File: config.mk
export PLATFORM = sky130hd
export DESIGN_NAME = lacr_rx_flat
export DESIGN_NICKNAME = d
export VERILOG_FILES = /design/src/rtl/lacr_rx_if.sv /design/src/rtl/lacr_rx.sv /design/src/flat_wrapper.sv
export SDC_FILE = /design/constraint.sdc
export NUM_CORES = 1
export LEC_CHECK = 0
export BUFFER_PORTS_ARGS = -buffer_cell sky130_fd_sc_hd__buf_4
export CAP_MARGIN = 10
export CELL_PAD_IN_SITES_DETAIL_PLACEMENT = 0
export CELL_PAD_IN_SITES_GLOBAL_PLACEMENT = 1
export CORE_MARGIN = 5
export CORE_UTILIZATION = 39
export CTS_BUF_LIST = sky130_fd_sc_hd__clkbuf_16
export DETAILED_ROUTE_END_ITERATION = 10
export GPL_TIMING_DRIVEN = 0
export PLACE_DENSITY_LB_ADDON = 0.1
export REMOVE_ABC_BUFFERS = 1
export SLEW_MARGIN = 5
export SYNTH_ARGS = -nofsm -noshare
export SYNTH_HDL_FRONTEND = slang
export SYNTH_SLANG_ARGS = --single-unit
File: constraint.sdc
create_clock -name rx_clk -period 1.7 [get_ports rx_clk]
set_input_delay 0 -clock rx_clk [delete_from_list [all_inputs] [get_ports rx_clk]]
set_output_delay 0 -clock rx_clk [all_outputs]
set_load 0.1 [all_outputs]
File: src/rtl/lacr_rx_if.sv
// Symbol and status bundle between the 8b10b decoder, lacr_rx and autonegotiation.
// The cfg_cnt/err_tot statistics exist only when LACR_RX_STATS_EN is defined.
interface lacr_rx_if;
  logic [7:0]  rx_data;
  logic        rx_is_k;
  logic        rx_valid;
  logic        rx_err;
  logic [15:0] lacr_in;
  logic        lacr_in_stb;
  logic        idle_match;
  logic        los;
  logic [2:0]  sync_sets;
`ifdef LACR_RX_STATS_EN
  logic [15:0] cfg_cnt;
  logic [15:0] err_tot;
`endif

  modport slave (
    input  rx_data, rx_is_k, rx_valid, rx_err,
    output lacr_in, lacr_in_stb, idle_match, los, sync_sets
`ifdef LACR_RX_STATS_EN
    , output cfg_cnt, err_tot
`endif
  );

  modport master (
    output rx_data, rx_is_k, rx_valid, rx_err,
    input  lacr_in, lacr_in_stb, idle_match, los, sync_sets
`ifdef LACR_RX_STATS_EN
    , input cfg_cnt, err_tot
`endif
  );
endinterface

File: src/rtl/lacr_rx.sv
// Receive-side /C/ and /I/ ordered-set parser feeding PCS autonegotiation.
// Optional cfg_cnt/err_tot statistics are enabled by defining LACR_RX_STATS_EN.
module lacr_rx #(
  parameter int SYNC_SETS = 3,
  parameter int LOS_ERRS  = 4,
  parameter int IDLE_MIN  = 2
) (
  input  logic     rx_clk,
  input  logic     rst,
  lacr_rx_if.slave bus
);

  localparam int EW = $clog2(LOS_ERRS + 1);
  localparam int IW = $clog2(IDLE_MIN + 1);

  typedef enum logic [1:0] {HUNT, SECOND, CFG_LO, CFG_HI} state_t;

  state_t        r_state;
  state_t        w_next_state;
  logic [7:0]    r_lo;
  logic [15:0]   r_lacr_in;
  logic          r_stb;
  logic          r_los;
  logic [2:0]    r_sync_sets;
  logic [EW-1:0] r_err_cnt;
  logic [1:0]    r_good_run;
  logic [IW-1:0] r_idle_cnt;

  logic          w_comma;
  logic          w_cfg_sym;
  logic          w_idle_sym;
  logic          w_cap_lo;
  logic          w_cfg_done;
  logic          w_idle_done;
  logic          w_malformed;
  logic          w_good;
  logic [2:0]    w_sync_inc;
  logic [EW-1:0] w_err_inc;

  assign w_comma    = bus.rx_is_k && (bus.rx_data == 8'hBC);
  assign w_cfg_sym  = !bus.rx_is_k && ((bus.rx_data == 8'hB5) || (bus.rx_data == 8'h42));
  assign w_idle_sym = !bus.rx_is_k && ((bus.rx_data == 8'hC5) || (bus.rx_data == 8'h50));

  always_ff @(posedge rx_clk or posedge rst) begin
    if (rst) r_state <= HUNT;
    else     r_state <= w_next_state;
  end

  // An errored symbol aborts the set; a comma still opens a new one.
  always_comb begin
    w_next_state = r_state;
    if (bus.rx_valid) begin
      if (bus.rx_err) begin
        w_next_state = w_comma ? SECOND : HUNT;
      end else begin
        case (r_state)
          HUNT:    if (w_comma) w_next_state = SECOND;
          SECOND:  if (w_cfg_sym)     w_next_state = CFG_LO;
                   else if (w_comma)  w_next_state = SECOND;
                   else               w_next_state = HUNT;
          CFG_LO:  if (!bus.rx_is_k)  w_next_state = CFG_HI;
                   else if (w_comma)  w_next_state = SECOND;
                   else               w_next_state = HUNT;
          CFG_HI:  w_next_state = w_comma ? SECOND : HUNT;
          default: w_next_state = HUNT;
        endcase
      end
    end
  end

  always_comb begin
    w_cap_lo    = 1'b0;
    w_cfg_done  = 1'b0;
    w_idle_done = 1'b0;
    w_malformed = 1'b0;
    if (bus.rx_valid) begin
      if (bus.rx_err) begin
        w_malformed = 1'b1;
      end else begin
        case (r_state)
          SECOND: begin
            w_idle_done = w_idle_sym;
            w_malformed = !w_cfg_sym && !w_idle_sym && !w_comma;
          end
          CFG_LO: begin
            w_cap_lo    = !bus.rx_is_k;
            w_malformed = bus.rx_is_k;
          end
          CFG_HI: begin
            w_cfg_done  = !bus.rx_is_k;
            w_malformed = bus.rx_is_k;
          end
          default: ;
        endcase
      end
    end
  end

  assign w_good     = w_cfg_done || w_idle_done;
  assign w_sync_inc = (r_sync_sets == 3'd7) ? r_sync_sets : r_sync_sets + 3'd1;
  assign w_err_inc  = (r_err_cnt == EW'(LOS_ERRS)) ? r_err_cnt : r_err_cnt + EW'(1);

  // Config capture is suppressed entirely while out of sync.
  always_ff @(posedge rx_clk or posedge rst) begin
    if (rst) begin
      r_lo      <= 8'h00;
      r_lacr_in <= 16'h0000;
      r_stb     <= 1'b0;
    end else begin
      r_stb <= 1'b0;
      if (w_cap_lo) r_lo <= bus.rx_data;
      if (w_cfg_done && !r_los) begin
        r_lacr_in <= {bus.rx_data, r_lo};
        r_stb     <= 1'b1;
      end
    end
  end

  // In sync, every run of four good sets forgives one earlier error.
  always_ff @(posedge rx_clk or posedge rst) begin
    if (rst) begin
      r_los       <= 1'b1;
      r_sync_sets <= 3'd0;
      r_err_cnt   <= '0;
      r_good_run  <= 2'd0;
    end else if (w_malformed) begin
      r_sync_sets <= 3'd0;
      r_good_run  <= 2'd0;
      r_err_cnt   <= w_err_inc;
      if (w_err_inc == EW'(LOS_ERRS)) r_los <= 1'b1;
    end else if (w_good) begin
      r_sync_sets <= w_sync_inc;
      if (r_los) begin
        if (w_sync_inc >= 3'(SYNC_SETS)) begin
          r_los      <= 1'b0;
          r_err_cnt  <= '0;
          r_good_run <= 2'd0;
        end
      end else if (r_good_run == 2'd3) begin
        r_good_run <= 2'd0;
        if (r_err_cnt != '0) r_err_cnt <= r_err_cnt - EW'(1);
      end else begin
        r_good_run <= r_good_run + 2'd1;
      end
    end
  end

  always_ff @(posedge rx_clk or posedge rst) begin
    if (rst)                                            r_idle_cnt <= '0;
    else if (w_malformed || w_cfg_done)                 r_idle_cnt <= '0;
    else if (w_idle_done && r_idle_cnt != IW'(IDLE_MIN)) r_idle_cnt <= r_idle_cnt + IW'(1);
  end

`ifdef LACR_RX_STATS_EN
  logic [15:0] r_cfg_cnt;
  logic [15:0] r_err_tot;

  always_ff @(posedge rx_clk or posedge rst) begin
    if (rst) begin
      r_cfg_cnt <= 16'h0000;
      r_err_tot <= 16'h0000;
    end else begin
      if (w_cfg_done && r_cfg_cnt != 16'hFFFF)  r_cfg_cnt <= r_cfg_cnt + 16'd1;
      if (w_malformed && r_err_tot != 16'hFFFF) r_err_tot <= r_err_tot + 16'd1;
    end
  end

  assign bus.cfg_cnt = r_cfg_cnt;
  assign bus.err_tot = r_err_tot;
`endif

  assign bus.lacr_in     = r_lacr_in;
  assign bus.lacr_in_stb = r_stb;
  assign bus.idle_match  = (r_idle_cnt == IW'(IDLE_MIN));
  assign bus.los         = r_los;
  assign bus.sync_sets   = r_sync_sets;

endmodule
File: src/flat_wrapper.sv
// flat-port wrapper written by rule: the top's interface ports become plain ports
module lacr_rx_flat 
#(
  parameter int SYNC_SETS = 3,
  parameter int LOS_ERRS  = 4,
  parameter int IDLE_MIN  = 2
)
  (rx_clk, rst, bus_rx_data, bus_rx_is_k, bus_rx_valid, bus_rx_err, bus_lacr_in, bus_lacr_in_stb, bus_idle_match, bus_los, bus_sync_sets);
  lacr_rx_if bus_i ();
  input  logic rx_clk;
  input  logic rst;
  input wire logic [$bits(bus_i.rx_data)-1:0] bus_rx_data;
  input wire logic [$bits(bus_i.rx_is_k)-1:0] bus_rx_is_k;
  input wire logic [$bits(bus_i.rx_valid)-1:0] bus_rx_valid;
  input wire logic [$bits(bus_i.rx_err)-1:0] bus_rx_err;
  output wire logic [$bits(bus_i.lacr_in)-1:0] bus_lacr_in;
  output wire logic [$bits(bus_i.lacr_in_stb)-1:0] bus_lacr_in_stb;
  output wire logic [$bits(bus_i.idle_match)-1:0] bus_idle_match;
  output wire logic [$bits(bus_i.los)-1:0] bus_los;
  output wire logic [$bits(bus_i.sync_sets)-1:0] bus_sync_sets;
  assign bus_i.rx_data = bus_rx_data;
  assign bus_i.rx_is_k = bus_rx_is_k;
  assign bus_i.rx_valid = bus_rx_valid;
  assign bus_i.rx_err = bus_rx_err;
  assign bus_lacr_in = bus_i.lacr_in;
  assign bus_lacr_in_stb = bus_i.lacr_in_stb;
  assign bus_idle_match = bus_i.idle_match;
  assign bus_los = bus_i.los;
  assign bus_sync_sets = bus_i.sync_sets;
  lacr_rx #(.SYNC_SETS(SYNC_SETS), .LOS_ERRS(LOS_ERRS), .IDLE_MIN(IDLE_MIN)) u_core (.rx_clk(rx_clk), .rst(rst), .bus(bus_i));
endmodule
==> flow_summary_export.csv, run 1 <==
group,metric,value,unit
sta,worstMarginPinSlew,791.8,ps
clock_network,root_buffer,"clkbuf_16",
place,dp_hpwl,2.821,mm
synthesis,synthDistinctLibCells,46,
routing,wirelength,4.097,mm
synthesis,yosys_warnings,0,
hold_path,hp-class,"in -> reg",
die,start_util,40.50,%
synthesis,syn_area_per_cell,11.67,um^2
die,die_h,80.27,um
layout,postLayoutCellArea,2552,um^2
routing,initialDrtViolationCount,49,
synthesis,yosysTopAreaCell,"dfrtp_1",
synthesis,ys_ff_latch,38,
global_routing,antenna_found_initial,0,
sta,whs,3.698,ps
layout,layout_commonest_cell,"buf_4",
sta,finClkSkew,5.328,ps
global_routing,grt_pass1_vias,1480,
global_routing,grt_pass1_wl,6.858,mm
clock_network,clk_latency,280,ps
die,dieArea,6442,um^2
routing,first_pass_iters,4,
power,clkPwrFrac,40.2,%
routing,route.detailed.wl_per_inst,14.53,um
power,power.density,1024,nW/um^2
clock_network,cts_buffer_depth,2,
place,numPortBuffers,34,
sta,setup_viol,0,
power,swShare,28.74,%
synthesis,synth_area_leaders,"dfrtp_1 48%, mux2_2 12%, ha_1 3.9%, a21oi_1 2.9%, nor2_1 2.5%",
sta,slew_headroom,47.14,%
global_routing,use_met3,3.812,%
synthesis,synth_edf_count,0,
routing,via_per_inst,5.096,
clock_network,htreeDepth,2,
die,die_x,80.27,um
global_routing,grt.busiest_layer,"met2",
synthesis,netlist_instances,165,
worst_setup_path,crit_required,1900,ps
routing,drt_drc_violations_left,0,
worst_setup_path,critPathCaptureType,"register",
synthesis,synth_top_cell_area_share,48.08,%
sta,max_freq,620.6,MHz
layout,syn_to_final_growth,32.55,%
worst_setup_path,worstPathArrival,1810,ps
power,power.total,0.002614,W
clock_network,cts.clk_slew.worst_paths,60,ps
die,ios,35,
job,cap_viol_max_count,0,
power,comb_power_share,19.5,%
power,internal_power,0.001863,W
synthesis,ys_dominant_reg_cell,"dfrtp_1",
layout,final_util,53.68,%
sta,hold_viol_final,0,
worst_setup_path,start_kind,"input port",
worst_setup_path,r2r_slack,100,ps
sta,fin_ws,88.63,ps
die,rows,25,
global_routing,use_met2,23.01,%
global_routing,grt_overflow,0,
layout,mostFrequentLayoutCells,"40 x buf_4, 35 x dfrtp_1, 21 x mux2_2",
power,max-vdd-ir-drop,0.0004761,V
clock_network,cts_sinks,38,
sta,drv_slew,0,
worst_setup_path,worstSetupPathType,"in -> reg",
layout,nNetsFinal,233,
power,power_switching,0.0007511,W
global_routing,grt.met1_usage,16.35,%
place,place.gp.congestion,0.7662,
status,outcome,"finished, final reports clean",
layout,antenna_cells,0,
sta,fin_crit,1611,ps
clock_network,cts_tree,"yes",
sta,fin_crit_sh,94.79,%
power,seqPwrFrac,40.3,%
place,dpl_cell_area,2225,um^2
global_routing,grt_start_max_net_pins,39,
layout,drive_gt1_share,41.40,%
clock_network,cts_buffers,5,
power,p_leak,1.242,nW
routing,antenna_left,0,
place,post-place-ws,-240.1,ps
worst_setup_path,crit_fanout,7,
die,coreArea,4755,um^2
synthesis,synthArstFlopShare,100.0,%
synthesis,syn_area,1926,um^2
synthesis,yosysSeqAreaShare,49.45,%
global_routing,grt_usage,13.74,%
routing,vias,1437,
[sequential cells by signal (all words and copies together) (netlist names)]
name / cells
u_core.r_lo: 8
u_core.r_idle_cnt: 2
u_core.r_err_cnt: 3
u_core.bus.los: 1
u_core.bus.lacr_in_stb: 1
u_core.bus.sync_sets: 3
u_core.r_good_run: 2
u_core.bus.lacr_in: 16
u_core.r_state: 2
[stage by stage]
step	cells	TNS, ps
floorplan	159	-5272
global placement	260	-2741
detailed placement	260	-3638
CTS	278	-16.54
global route	282	-47.20
finish	282	0
[cells by family after synthesis]
group           Yosys count  synth area share, %
mux                      26                15.07
flops                    38                49.45
buf+inv                  15                3.834
simple gates             44                13.65
fa+ha+maj                 6                3.899
xor+xnor                  2               0.9098
compound gates           34                13.19
[cells in the mapped netlist (2+ instances only)]
cell type	instances
dfrtp_1	37
buf_2	2
o21a_1	2
clkbuf_1	2
inv_1	9
xnor2_1	2
o21ai_0	5
mux2_1	3
nand3b_1	2
a32oi_1	2
nor2_1	13
nand2_1	7
nor3_1	5
a21oi_2	2
nand2b_1	3
mux2_2	21
mux2i_1	2
buf_6	2
ha_1	6
nor3b_1	2
a21oi_1	11
[layer usage]
metal,wire (um),part of all wire [%]
met5,0,0
met4,53,1.3
met3,177,4.3
met2,2018,49
met1,1849,45
[timing repair]
action,CTS,global route
endpoints found under the setup margin,23,22
setup buffers,4,4
hold buffers,6,0
endpoints found under the hold margin,45,0
pin swaps,1,1
gates resized for setup,4,5
[power by group through the flow]
| stage | registers (W) | logic, W | clock network, W |
|---|---|---|---|
| floorplan | 0.00111 | 0.000293 | 0 |
| global placement | 0.00106 | 0.000465 | 0 |
| detailed placement | 0.00106 | 0.000476 | 0 |
| CTS | 0.00104 | 0.000497 | 0.00107 |
| global route | 0.00106 | 0.000566 | 0.00111 |
| finish | 0.00105 | 0.000509 | 0.00105 |
[cell type report]
cell class | instances | area, um^2
multi-input combinational | 112 | 918.4
tap | 67 | 83.83
inverter | 9 | 33.78
fill | 427 | 2202
sequential | 38 | 954.7
clock buffer | 5 | 125.1
timing repair buffer | 48 | 391.6
clock inverter | 3 | 45.04
[final timing paths]
kind | start | to | depth (start not counted)
max | bus_rx_valid | u_core.r_err_cnt[2] | 9
max in group asynchronous | rst | u_core.r_state[1] | 3
min | bus_rx_data[1] | u_core.r_lo[1] | 2
max reg2reg | u_core.r_state[1] | u_core.r_err_cnt[2] | 6
min in group asynchronous | rst | u_core.bus.lacr_in[11] | 3
min reg2reg | u_core.r_lo[0] | u_core.bus.lacr_in[0] | 1
[critical path, cell delays in order]
cell and delay (ps):
dlygate4sd3_1 520, buf_4 140, nand2_1 100, or3_4 390, o32ai_4 240, buf_12 150, buf_6 110, a21oi_2 30
a22oi_2 110
Note: power is estimated with default switching activity, not from simulation.
==> run 2, diff against run 1 <==
ABC_AREA = 1   (was not set)
CORE_UTILIZATION = 37   (was 39)
==> run 2 against run 1 <==
Register-to-register slack improved by 20 ps. Critical path depth did not move. Combinational power rose by 45%. Total power rose by 7.7%. Worst setup slack improved by 31 ps. Hold slack improved by 18 ps. Sequential cell count did not move. Clock-buffer cell count did not move. Die area rose by 6.2%.
==> flow_summary_export.csv, run 2 <==
group,metric,value,unit
power,p_leak,1.311,nW
synthesis,ys_top_cells_by_count,"68 x nand2_1, 37 x dfrtp_1, 26 x inv_1, 14 x nor2_1, 14 x o21ai_0",
sta,drv_slew,0,
synthesis,synthArstFlopShare,100.0,%
synthesis,synthDistinctLibCells,31,
sta,fin_crit,1580,ps
global_routing,grt_start_max_net_pins,39,
sta,hold_viol_final,0,
layout,regArea,953.4,um^2
place,dpl_cell_area,2265,um^2
synthesis,synth_edf_count,0,
clock_network,root_buffer,"clkbuf_16",
synthesis,yosys_warnings,0,
die,die_x,82.70,um
synthesis,synth_area_leaders,"dfrtp_1 47%, nand2_1 13%, inv_1 5.0%, ha_1 3.8%, o21ai_0 3.6%",
global_routing,grt_usage,13.32,%
layout,layout_commonest_cell,"nand2_1",
clock_network,cts_sinks,38,
power,power.density,1120,nW/um^2
global_routing,use_met2,23.40,%
sta,max_freq,632.8,MHz
worst_setup_path,crit_required,1900,ps
sta,worstMarginPinSlew,797.6,ps
global_routing,grt.busiest_layer,"met2",
synthesis,yosysTopAreaCell,"dfrtp_1",
die,start_util,38.29,%
hold_path,hp-class,"in -> reg",
die,ios,35,
die,dieArea,6839,um^2
global_routing,antenna_found_initial,0,
synthesis,syn_area_per_cell,8.577,um^2
synthesis,syn_area,1956,um^2
routing,first_pass_iters,4,
synthesis,ys_ff_latch,38,
sta,rsz0062_at_grt,"false",
worst_setup_path,worstPathArrival,1780,ps
place,numPortBuffers,34,
die,coreArea,5107,um^2
clock_network,clk_latency,280,ps
global_routing,grt.met1_usage,15.72,%
worst_setup_path,critPathCaptureType,"register",
routing,antenna_left,0,
worst_setup_path,r2r_slack,120,ps
clock_network,cts_buffers,5,
status,outcome,"finished, final reports clean",
routing,wirelength,4.202,mm
place,place.gp.congestion,0.7320,
sta,finClkSkew,3.766,ps
worst_setup_path,crit_fanout,5,
layout,drive_gt1_share,26.10,%
layout,num-fill-cells,524,
synthesis,synth_top_cell_area_share,47.34,%
place,dp_hpwl,3.043,mm
synthesis,ys_dominant_reg_cell,"dfrtp_1",
routing,initialDrtViolationCount,59,
clock_network,cts_buffer_depth,2,
die,rows,26,
layout,largest_reg_flops,16,
global_routing,grt_overflow,0,
worst_setup_path,start_kind,"register",
clock_network,cts.clk_slew.worst_paths,60,ps
sta,setup_viol,0,
sta,slew_headroom,46.75,%
job,cap_viol_max_count,0,
routing,route.detailed.wl_per_inst,12.29,um
routing,via_per_inst,4.658,
layout,mostFrequentLayoutCells,"67 x nand2_1, 37 x buf_4, 36 x dfrtp_1",
layout,syn_to_final_growth,28.47,%
routing,vias,1593,
sta,fin_crit_sh,92.96,%
global_routing,grt_pass1_wl,6.948,mm
layout,postLayoutCellArea,2512,um^2
die,die_h,82.70,um
clock_network,cts_tree,"yes",
layout,nNetsFinal,290,
global_routing,grt_pass1_vias,1545,
synthesis,yosysSeqAreaShare,48.69,%
sta,setup_tns,0,ps
power,max-vdd-ir-drop,0.0005629,V
synthesis,yosysMostFrequentCell,"nand2_1",
global_routing,use_met3,3.471,%
routing,drt_drc_violations_left,0,
synthesis,netlist_instances,228,
clock_network,htreeDepth,2,
worst_setup_path,worstSetupPathType,"reg -> reg",
layout,antenna_cells,0,
layout,multi_input_area,905.9,um^2
## run 2: cell types whose count changed after synthesis, sizes merged, moves of 5 or more
cell,change
o21a,+5
inv,+19
mux2,-16
o21ai,+10
nand2,+62
a21oi,-7
nand3,+13
## run 2: cell families after synthesis
kind of cell | share of synthesized area (%)
AND/OR/NAND/NOR | 23.42
XOR/XNOR | 1.344
AO/OA/AOI/OAI | 10.43
multiplexers | 5.182
flip-flops | 48.69
buffers and inverters | 7.102
adder cells (fa/ha/maj) | 3.839
## run 2: metal layers
metal | wire length (um) | share of wire [%]
met1 | 1909 | 45
met4 | 60 | 1.4
met2 | 2005 | 48
met5 | 0 | 0
met3 | 227 | 5.4
## run 2: layout make-up
cell class              instances  area share, %
clock inverters                 3          1.494
flip-flops and latches         38          37.95
inverters                      28          4.183
repair buffers                 39          11.85
well taps                      70          3.486
clock buffers                   5          4.980
multi-input cells             159          36.06
## run 2: worst paths after layout
kind | cells past startpoint | end | from
max | 9 | u_core.r_err_cnt[1] | u_core.bus.sync_sets[0]
min | 3 | u_core.r_lo[2] | bus_rx_data[2]
max reg2reg | 9 | u_core.r_err_cnt[1] | u_core.bus.sync_sets[0]
min reg2reg | 2 | u_core.r_lo[2] | u_core.r_lo[2]
max in group asynchronous | 3 | u_core.bus.sync_sets[0] | rst
min in group asynchronous | 3 | u_core.bus.lacr_in[13] | rst
## run 2: what timing repair did
action,4_1_cts,5_1_grt
setup buffers,1,2
cloned,0,1
setup endpoints to repair,5,19
gates resized for setup,2,8
pin swaps,2,4
hold buffers,2,0
hold endpoints to repair,38,0
## run 2: power breakdown
| part | internal, W | total [W] | switching (W) |
|---|---|---|---|
| Combinational | 0.000247 | 0.000740 | 0.000493 |
| Sequential | 0.000987 | 0.00106 | 0.0000743 |
| Clock | 0.000680 | 0.00101 | 0.000333 |
## run 2: stage by stage
step | power (W) | utilization [%] | instances | hold slack (ps) | setup WS (ps)
6_report | 0.002815 | 49.19 | 342 | 21.65 | 119.7
5_1_grt | 0.003011 | 49.19 | 342 | 53.42 | 8.856
4_1_cts | 0.002822 | 48.24 | 339 | 20.67 | 8.450
3_5_place_dp | 0.001767 | 44.34 | 328 | 225.3 | -170.7
3_3_place_gp | 0.001762 | 44.34 | 328 | 265.7 | -187.6
2_1_floorplan | 0.001595 | - | 224 | 96.45 | -606.4
## run 2: critical path: stages (launching register included)
cell and delay (ps):
dfrtp_2 440, ha_2 320, inv_1 30, nand2_1 70, o21ai_2 70, o21ai_4 200
nand3_2 150, nand2_1 90, nand3_1 60, o21ai_0 70
==> run 3, diff against run 2 <==
GPL_TIMING_DRIVEN = 1   (was 0)
MAX_ROUTING_LAYER = met4   (was not set)
REMOVE_ABC_BUFFERS = not set   (was 1)
==> run 3 against run 2 <==
Combinational power up 3%. Cell count grew 3.2%. Non-clock buffer count grew 12. Clock skew about the same. Via count up 0.50%. Global-route usage grew 1.3 points. Final area grew 5.1%. Largest cell class unchanged.
==> flow_summary_export.csv, run 3 (synthesized netlist as in run 2, its figures left out) <==
group,metric,value,unit
status,outcome,"finished, final reports clean",
layout,regArea,964.7,um^2
power,clkPwrFrac,39.3,%
global_routing,grt.busiest_layer,"met1",
power,internal_power,0.002084,W
routing,antenna_left,0,
global_routing,grt_start_max_net_pins,39,
global_routing,grt_pass1_wl,7.396,mm
clock_network,root_buffer,"clkbuf_16",
power,power_switching,0.0009248,W
clock_network,htreeDepth,2,
routing,via_per_inst,4.535,
global_routing,grt_pass1_vias,1562,
layout,syn_to_final_growth,35.06,%
place,post-place-ws,50.84,ps
worst_setup_path,worstPathArrival,1750,ps
layout,antenna_cells,0,
sta,setup_viol,0,
power,power.total,0.003009,W
die,die_x,82.70,um
clock_network,cts.clk_slew.worst_paths,60,ps
global_routing,use_met2,20.75,%
sta,fin_crit_sh,93.58,%
worst_setup_path,worstSetupPathType,"in -> reg",
power,p_leak,1.372,nW
die,coreArea,5107,um^2
routing,wirelength,4.345,mm
layout,multi_input_area,907.1,um^2
global_routing,antenna_found_initial,0,
routing,first_pass_iters,4,
layout,nNetsFinal,301,
worst_setup_path,critPathCaptureType,"register",
power,power.density,1139,nW/um^2
global_routing,use_met3,3.254,%
routing,drt_drc_violations_left,0,
sta,hold_viol_final,0,
routing,route.detailed.wl_per_inst,12.31,um
power,max-vdd-ir-drop,0.0005581,V
worst_setup_path,crit_required,1860,ps
worst_setup_path,cp_common_cell,"buf_4",
die,rows,26,
power,seqPwrFrac,35.5,%
layout,mostFrequentLayoutCells,"67 x nand2_1, 49 x buf_4, 34 x dfrtp_1",
die,die_h,82.70,um
sta,slew_headroom,68.35,%
clock_network,cts_sinks,38,
clock_network,cts_buffer_depth,2,
sta,fin_crit,1591,ps
die,ios,35,
layout,drive_gt1_share,29.68,%
hold_path,hp-class,"in -> reg",
place,place.gp.congestion,0.8314,
place,dp_hpwl,3.265,mm
clock_network,clk_latency,270,ps
die,dieArea,6839,um^2
worst_setup_path,slowest_stage,"dlygate4sd3_1",
routing,initialDrtViolationCount,85,
worst_setup_path,crit_chain,"dlygate4sd3_1 -> buf_4 -> inv_2 -> nor3_2 -> nand3_2 -> nor2_4 -> buf_4 -> mux2_2",
power,comb_power_share,25.2,%
global_routing,grt_usage,14.61,%
worst_setup_path,start_kind,"input port",
worst_setup_path,crit_fanout,7,
clock_network,cts_buffers,5,
worst_setup_path,slowest_delay,520,ps
sta,max_freq,628.6,MHz
layout,num-fill-cells,503,
layout,largest_reg_flops,16,
job,cap_viol_max_count,0,
global_routing,grt.met1_usage,20.92,%
sta,drv_slew,0,
sta,worstMarginPinSlew,474.8,ps
global_routing,grt_overflow,0,
synthesis,synth.net_count,247,
sta,fin_ws,109.1,ps
die,start_util,38.29,%
place,numPortBuffers,34,
layout,layout_commonest_cell,"nand2_1",
sta,finClkSkew,4.042,ps
clock_network,cts_tree,"yes",
power,swShare,30.74,%
routing,vias,1601,
sta,rsz0062_at_grt,"false",
[run 3: area by class of cell]
class	instances	area share [%]
clock buffers	5	4.737
clock inverters	3	2.416
inverters	28	3.979
multi-input cells	158	34.34
flip-flops and latches	38	36.52
well taps	70	3.316
repair buffers	51	14.69
[run 3: worst paths after layout]
path	start	to	depth (start not counted)	slack [ps]
max	bus_rx_valid	u_core.bus.lacr_in[4]	8	110
min	bus_rx_data[2]	u_core.r_lo[2]	3	50
max reg2reg	u_core.bus.sync_sets[1]	u_core.r_err_cnt[1]	9	120
min reg2reg	u_core.r_lo[4]	u_core.r_lo[4]	2	480
max in group asynchronous	rst	u_core.bus.sync_sets[1]	4	940
min in group asynchronous	rst	u_core.r_err_cnt[1]	4	400
[run 3: critical path, delay by kind of cell]
kind,cells,cell delay [ps]
simple gates,3,570
buf+inv,4,850
mux,1,320
[run 3: power by group through the flow]
stage,clock [W],sequential (W),combinational (W)
5_1_grt,0.00125,0.00108,0.000853
3_3_place_gp,0,0.00108,0.000751
6_report,0.00118,0.00107,0.000759
3_5_place_dp,0,0.00108,0.000746
4_1_cts,0.00121,0.00107,0.000755
2_1_floorplan,0,0.00122,0.000400
[run 3: repair_timing]
item / CTS / global route
gates resized for setup: 0 / 3
hold buffers: 2 / 0
setup endpoints to repair: 0 / 15
setup buffers: 0 / 6
endpoints found under the hold margin: 38 / 0
[run 3: metal layers]
metal	vias up	share of wire (%)
li1	842	-
met3	4	2.9
met5	-	0
met2	21	43
met4	0	1.1
met1	734	53
[run 3: per-stage QoR]
step                TNS (ps)  hold slack (ps)  instance area, um^2  instances  utilization, %
floorplan             -40.38            96.45                 1996        228               -
global placement           0            161.6                 2372        337           46.45
detailed placement         0            157.1                 2372        337           46.45
CTS                        0            42.66                 2581        347           50.54
global route               0            67.49                 2641        353           51.71
finish                     0            47.67                 2641        353           51.71
